`src/rtl/irq_ctrl.sv`:
```
// Interrupt front-end ahead of CP0: sync, IM/IE mask, fixed-priority select, no nesting until ERET.
// Optional macro IRQ_EDGE_EN: latch rising edges into pending bits instead of using raw levels.
module irq_ctrl #(
  parameter int NUM_IRQ     = 6,
  parameter int SYNC_STAGES = 2
) (
  input  logic                clk,
  input  logic                rst,
  input  logic [NUM_IRQ-1:0]  irq_in,
  input  logic [NUM_IRQ-1:0]  status_im,
  input  logic                status_ie,
  input  logic [31:0]         pc_i,
  input  logic                pc_valid_i,
  input  logic                eret_i,
  output logic                exception_o,
  output logic [31:0]         epc_o,
  output logic [NUM_IRQ-1:0]  ext_int_o,
  output logic [2:0]          irq_id_o,
  output logic                in_service_o
);

  localparam logic IDLE    = 1'b0;
  localparam logic SERVICE = 1'b1;

  logic [SYNC_STAGES-1:0][NUM_IRQ-1:0] sync_q;
  logic [NUM_IRQ-1:0] irq_s, pend, req;
  logic [2:0]         winner;
  logic               state;
  logic               take;

  // Plain flop chain; nothing combinational between stages.
  always_ff @(posedge clk or posedge rst) begin
    if (rst) sync_q <= '0;
    else     sync_q <= {sync_q[SYNC_STAGES-2:0], irq_in};
  end

  assign irq_s = sync_q[SYNC_STAGES-1];

`ifdef IRQ_EDGE_EN
  logic [NUM_IRQ-1:0] irq_s_d, rise, clr;

  assign rise = irq_s & ~irq_s_d;
  assign clr  = take ? (NUM_IRQ'(1) << winner) : '0;

  // Set has priority over the take-edge clear of the same bit.
  always_ff @(posedge clk or posedge rst) begin
    if (rst) begin
      irq_s_d <= '0;
      pend    <= '0;
    end else begin
      irq_s_d <= irq_s;
      pend    <= (pend & ~clr) | rise;
    end
  end
`else
  assign pend = irq_s;
`endif

  assign req = pend & status_im;

  always_comb begin
    winner = 3'd0;
    for (int i = NUM_IRQ-1; i >= 0; i--)
      if (req[i]) winner = 3'(i);
  end

  assign take = (state == IDLE) && (|req) && status_ie && pc_valid_i;

  always_ff @(posedge clk or posedge rst) begin
    if (rst) begin
      state        <= IDLE;
      exception_o  <= 1'b0;
      epc_o        <= '0;
      ext_int_o    <= '0;
      irq_id_o     <= '0;
      in_service_o <= 1'b0;
    end else begin
      exception_o <= 1'b0;
      if (take) begin
        state        <= SERVICE;
        exception_o  <= 1'b1;
        epc_o        <= pc_i;
        ext_int_o    <= req;
        irq_id_o     <= winner;
        in_service_o <= 1'b1;
      end else if (state == SERVICE && eret_i) begin
        // Leaving SERVICE blocks a take on this edge, so pulses never abut.
        state        <= IDLE;
        in_service_o <= 1'b0;
      end
    end
  end

endmodule

```
`config.mk`:
```
export PLATFORM = sky130hd
export DESIGN_NAME = irq_ctrl
export DESIGN_NICKNAME = d
export VERILOG_FILES = /design/src/rtl/irq_ctrl.sv
export SDC_FILE = /design/constraint.sdc
export NUM_CORES = 1
export LEC_CHECK = 0
export ABC_AREA = 0
export BUFFER_PORTS_ARGS = -buffer_cell sky130_fd_sc_hd__clkbuf_2
export CORE_ASPECT_RATIO = 0.6
export CORE_MARGIN = 10
export CORE_UTILIZATION = 51
export CTS_BUF_LIST = sky130_fd_sc_hd__clkbuf_4 sky130_fd_sc_hd__clkbuf_8 sky130_fd_sc_hd__clkbuf_16
export DETAILED_ROUTE_END_ITERATION = 6
export PLACE_DENSITY = 0.85
export SLEW_MARGIN = 20
export SYNTH_ARGS = -nofsm -noshare
export SYNTH_HDL_FRONTEND = slang
export SYNTH_SLANG_ARGS = --single-unit
```
`constraint.sdc`:
```
create_clock -name clk -period 3.5 [get_ports clk]
set_input_delay 0.525 -clock clk [delete_from_list [all_inputs] [get_ports clk]]
set_output_delay 0.525 -clock clk [all_outputs]
set_load 0.01 [all_outputs]
```
After elaboration in Yosys (flattened, before gate mapping). Index checks and enable logic that the tools add are counted.

Flip-flop bits (word level): 55. Output and inout bits: 43.

Bitwise operators: 2. Reductions and logical operators: 6. Multiplexer cells: 9.

Operators with widths (number): $mux W3 (6); $and A6 B6 Y6 (1); $reduce_or A6 Y1 (1); $logic_and A1 B1 Y1 (4); $mux W1 (3); $reduce_bool A2 Y1 (1); $not A1 Y1 (1).

Longest topological paths before layout. Gate-level depths: netlist of run 1.

Depth in word-level cells: 7. Gate-level depth with buffers: 6. Depth with buffers taken out: 3.

Worst setup path after synthesis of run 1. Ideal clock, no wire load.

Path type: input to register. From: input port status_im[3]. To: register epc_o[0]. Library setup time: 0.125 ns. Arrival: 1.599 ns. Path slack: 1.776 ns. Required time: 3.375 ns. Stages: 5. Buffers on the path: 2. Cell sequence: a22o_1 > o31a_1 > buf_6 > buf_12 > mux2_4.

Cells in the longest elaborated chain, start to end: 5.

RTL lines: from (decl) (line 10) `input logic [NUM_IRQ-1:0] status_im,`; $and A6 B6 Y6 (line 59) `assign req = pend & status_im;`; $reduce_or A6 Y1 (line 67) `assign take = (state == IDLE) && (|req) && status_ie && pc_valid_i;`; $logic_and A1 B1 Y1 (3 in a row) (line 67); to (signal assigned) (line 82) `epc_o <= pc_i;`; to (decl) (line 16) `output logic [31:0] epc_o,`.

Every way passes these cells. A chain may end at the register's enable or synchronous reset.

Worst setup path after layout of run 1.
From: register state. To: register epc_o[13].

Cells in the longest elaborated chain, start to end: 4.

RTL lines: from (decl) (line 28) `logic state;`; from (signal assigned) (line 71) `state <= IDLE;`; from (signal assigned) (line 80) `state <= SERVICE;`; from (signal assigned) (line 88) `state <= IDLE;`; $not A1 Y1 (line 67); $logic_and A1 B1 Y1 (3 in a row) (line 67).

Every way passes these cells.

==> results.cfg, run 1 <==
[outcome]
status = complete, no violations

[layout]
layout-drive-gt1-share_pct = 62.2
diodes = 0
seqCellArea_um2 = 1380
multi_input_area_um2 = 688
nets = 270
fin_area_um2 = 2740
fillers = 297
syn_to_final_growth_pct = 25.7

[logic_synthesis]
ys.flop_type = dfrtp_1
synth_cell_types = 24
synth_top_area_share_pct = 63.2
synth_area_um2 = 2180
synth_edf_count = 0
synth_area_leader_cell = dfrtp_1
async_flop_share_pct = 100
synthCells = 127
yosys_warnings = 0
syn_area_per_cell_um2 = 17.1
ys_ff_latch = 55
syn-num-nets = 176
synthTopCellsByArea = dfrtp_1 (63%), mux2_4 (23%), buf_12 (2.8%)
seq_area_frac_synth_pct = 63.2

[routing]
viasPerCell = 4.69
drc_errors = 0
first_pass_iters = 4
wl_per_cell_um = 15.9
num_vias = 1322
ant_nets = 0
drt_iter0_drc = 40
drt_wl_total_mm = 4.49

[sta]
fmax_mhz = 446
drv_slew = 0
maxSlewHeadroom_pct = 41.7
fin_tns_setup_ns = 0
fin_crit_sh_pct = 64.1
whs_ns = 0.325
worst-slew-pin-transition_ns = 0.873
skew_ns = 0.00525
rsz0062_at_grt = no
fin_crit_ns = 2.24
setup_viol = 0
setup_ws_ns = 1.26
finalHoldViolCount = 0

[power]
combPwrFrac_pct = 27.2
p_int_mw = 1.18
leakagePower_nw = 1.43
switchingPower_uw = 459
sequentialPowerShare_pct = 51.2
sw_frac_of_total_pct = 28.0
total_power_mw = 1.64
powerDensity_nw_per_um2 = 598
max-vdd-ir-drop_mv = 0.354
pwr-share-clk_pct = 21.5

[floorplanning]
pin_count = 92
fp.dieH_um = 70.6
die_width_um = 104
rows = 18
start_util_pct = 52.8
core-area_um2 = 4120
dieArea_um2 = 7370

[cts]
cts_hold_buffers = 0
clkTransAtPathRegs_ns = 0.09
cts_tree = built
ctsHtreeMaxLevel = 2
clock_latency_ns = 0.30
root_buffer = clkbuf_8
cts_resized = 0
numCtsBuffers = 5
clock_path_buffers = 2
cts.sinks = 55
cts_post_setup_buffers_inserted = 0

[grt]
grt_usage_pct = 12.7
overflow = 0
antenna_found_initial = 0
grt_pass1_wl_mm = 7.74
grt_pass1_vias = 1537
grt_start_max_net_pins = 56

[placement]
gp_congestion = 0.883
hpwlAfterDp_mm = 3.55
portBuffers = 91
dp_slack_ns = 1.10
post_dp_cell_area_um2 = 2640

[worst_setup_path]
cp-end-kind = flip-flop
worstPathCellList = and3b_1 > o31a_2 > buf_4 > mux2_4
rrSetupSlack_ns = 1.26
worstSetupPathType = reg -> reg
cpMaxStageDelayCell = o31a_2
crit_fanout = 28
crit_required_ns = 3.69
critPathMaxStageDelay_ns = 0.73
critPathArrivalTime_ns = 2.43
worstSetupStartpointType = flip-flop

[hold_path]
hp-class = in -> reg

[run]
maxCapViolCount = 0
cell usage after synthesis, drive strengths merged (2+ instances only):
library cell / number
mux2: 35
inv: 7
buf: 6
a22o: 3
o21ai: 2
mux2i: 2
and2: 3
dfrtp: 55
nand2: 2
path summary, 6_finish.rpt:
kind | startpoint | to | depth (start not counted)
max | state | epc_o[13] | 4
min | irq_in[3] | sync_q[3] | 1
max reg2reg | state | epc_o[13] | 4
min reg2reg | sync_q[4] | irq_s[4] | 0
max in group asynchronous | rst | epc_o[7] | 2
min in group asynchronous | rst | epc_o[5] | 2
cell type report:
class | instances | share of cell area [%]
clock buffer | 6 | 3.02
clock inverter | 2 | 0.594
inverter | 7 | 1.01
multi-input combinational | 59 | 25.1
sequential | 55 | 50.3
tap | 60 | 2.74
timing repair buffer | 93 | 17.2
stage by stage:
| step | utilization, % | cells |
|---|---|---|
| finish | 66.4 | 282 |
| global route | 66.4 | 282 |
| CTS | 66.4 | 282 |
| floorplan | - | 127 |
| global placement | 64.0 | 274 |
| detailed placement | 64.0 | 274 |
layer usage:
layer	vias up	routed length (um)	global-route usage, %
met1	632	1980	15.9
met2	59	2150	20.3
met5	-	0	0
met3	4	326	4.61
li1	627	-	-
met4	0	30	3.69
registers in the layout (all words and copies together), names as in the netlist:
name / cells
ext_int_o: 6
epc_o: 32
state: 1
exception_o: 1
irq_s: 6
sync_q: 6
irq_id_o: 3
power groups by stage:
stage	Clock [mW]	Combinational, mW	Sequential [mW]
floorplan	0	0.215	0.899
finish	0.353	0.446	0.839
CTS	0.365	0.458	0.841
global route	0.397	0.484	0.859
global placement	0	0.447	0.845
detailed placement	0	0.457	0.849
layout by cell type (no fill, tap or decap):
cell,instances
a21o_1,1
a21oi_1,1
a221oi_1,1
a22o_1,3
a22oi_1,1
and2_1,3
and3b_1,1
buf_4,2
clkbuf_2,91
clkbuf_8,6
clkinv_2,1
clkinv_4,1
clkinvlp_4,1
dfrtp_1,55
inv_1,6
mux2_2,2
mux2_4,33
mux2i_1,2
nand2_1,2
nand3_1,1
nand4b_1,1
nor2_1,1
o21a_1,1
o21ai_0,2
o22ai_1,1
o311ai_0,1
o31a_2,1
worst max-delay path, delay by kind of cell, from the launching register on:
family | cells | cell delay (ns)
buffers and inverters | 1 | 0.34
and+or+nand+nor | 1 | 0.33
DFF | 1 | 0.41
muxes | 1 | 0.31
AOI/OAI and AO/OA | 1 | 0.73
kinds of logic (layout without fill, tap and decap cells):
group	count (synthesis)	count (layout)	synth area share, %
multiplexers	37	37	24.7
flip-flops	55	55	63.2
buffers and inverters	13	108	5.23
AND/OR/NAND/NOR	9	9	2.41
AO/OA/AOI/OAI	13	13	4.43
No activity file was read; power rests on OpenSTA's default activity.
==> run 2, diff against run 1 <==
CORE_UTILIZATION = 47   (was 51)
PLACE_DENSITY = 0.79   (was 0.85)
clock period = 2.3 ns   (was 3.5 ns; I/O delays follow)
==> run 2 against run 1 <==
  * Critical path depth stayed put
  * Combinational power grew 56%
  * Global-route usage shrank 0.63 points
  * Total power is 52% higher
  * Clock power increased by 46%
  * Non-clock buffer count is 1 higher
  * Wire length up 5.0%
  * Register-to-register slack got worse by 0.89 ns
  * Count of clock-buffer cells in the layout fell by 1
  * Critical path type unchanged
  * Highest routed layer unchanged
==> results.cfg, run 2 (same netlist as run 1, synthesis figures left out) <==
[run]
maxCapViolCount = 0

[floorplanning]
dieArea_um2 = 7840
die_width_um = 108
fp.dieH_um = 72.7
start_util_pct = 48.2
pin_count = 92
core-area_um2 = 4520
rows = 19

[layout]
fin_area_um2 = 2760
nets = 271
layout-drive-gt1-share_pct = 62.3
diodes = 0
largest_reg_flops = 32
mostFrequentLayoutCell = clkbuf_2
fin_util_pct = 61.1
regMostFlops = epc_o
syn_to_final_growth_pct = 26.8
mostFrequentLayoutCells = clkbuf_2 (91), dfrtp_1 (55), mux2_4 (33)

[placement]
portBuffers = 91
dp_slack_ns = 0.389
post_dp_cell_area_um2 = 2670
gp_congestion = 0.765
hpwlAfterDp_mm = 3.66

[sta]
skew_ns = 0.00622
fin_crit_ns = 1.93
finalHoldViolCount = 0
rsz0062_at_grt = no
maxSlewHeadroom_pct = 71.2
fin_tns_setup_ns = 0
worst-slew-pin-transition_ns = 0.432
setup_viol = 0
fin_crit_sh_pct = 84.0
fmax_mhz = 518
drv_slew = 0
setup_ws_ns = 0.369

[worst_setup_path]
cpMaxStageDelayCell = o31a_2
crit_fanout = 12
crit_required_ns = 2.49
crit_family = compound AO/OA/AOI/OAI gates
critPathMaxStageDelay_ns = 0.47
rr_worst_depth = 4
worstSetupStartpointType = flip-flop
r2r-end = epc_o[5]
critPathArrivalTime_ns = 2.12
cp_num_buf_inv = 1
rrSetupSlack_ns = 0.37
worstPathCellList = and3b_1 > o31a_2 > buf_4 > mux2_2
worstSetupPathType = reg -> reg
cp-end-kind = flip-flop
r2r_start = state

[routing]
wl_per_cell_um = 16.5
ant_nets = 0
met3_length_um = 406
first_pass_iters = 4
viasPerCell = 4.60
wl_met1_mm = 2.20
wl_met2_mm = 2.04
drt_wl_total_mm = 4.71
num_vias = 1316
drc_errors = 0
drt_iter0_drc = 50
top_layer_used = met4

[cts]
cts_resized = 0
cts.sinks = 55
clock_latency_ns = 0.30
clock_path_buffers = 2
ctsHtreeMaxLevel = 2
root_buffer = clkbuf_8
cts_hold_buffers = 0
clkTransAtPathRegs_ns = 0.10
numCtsBuffers = 5
cts_post_setup_buffers_inserted = 0
cts_tree = built

[power]
total_power_mw = 2.48
leakagePower_nw = 1.45
max-vdd-ir-drop_mv = 0.500
powerDensity_nw_per_um2 = 900

[grt]
antenna_found_initial = 0
grt_pass1_vias = 1453
overflow = 0
grt_pass1_wl_mm = 7.51
grt_usage_pct = 12.0
grt_start_max_net_pins = 56

[outcome]
status = complete, no violations

[hold_path]
hp-class = in -> async
[run 2: changes by cell type in the layout (fill, tap and decap cells not counted)]
cell	change
buf_12	+2
buf_4	-1
clkbuf_8	-1
clkinv_2	+1
clkinv_4	-1
clkinvlp_4	-1
inv_2	+1
inv_6	+1
[run 2: report_power, final]
group | switching, mW | total [mW] | internal, mW
Clock | 0.301 | 0.516 | 0.215
Combinational | 0.303 | 0.695 | 0.391
Sequential | 0.111 | 1.27 | 1.16
[run 2: cell type report]
type,count,area (um^2)
clock inverter,3,18.8
multi-input combinational,59,688
fill,379,1760
inverter,7,26.3
tap,63,78.8
clock buffer,5,68.8
timing repair buffer,94,503
sequential,55,1380
[run 2: routing by layer]
metal / track usage, % / vias up
met5: 0 / -
met3: 4.85 / 5
met2: 17.5 / 58
li1: - / 628
met1: 15.8 / 625
met4: 4.42 / 0
[run 2: worst register-to-register path, cell delays in order, from the launching register on]
cell and delay (ns):
dfrtp_1 0.40, and3b_1 0.33, o31a_2 0.47, buf_4 0.28, mux2_2 0.35
[run 2: stage by stage]
step                hold slack, ns  cells
floorplan                    0.331    127
global placement             0.332    278
detailed placement           0.335    278
CTS                         0.0699    286
global route                0.0806    286
finish                      0.0654    286
[run 2: worst max-delay path by stage]
stage	start	cells past startpoint	endpoint
finish	state	4	epc_o[5]
global route	state	4	epc_o[5]
CTS	state	4	epc_o[5]
detailed placement	state	4	epc_o[5]
global placement	pc_valid_i	5	epc_o[5]
floorplan	rst	1	epc_o[0]
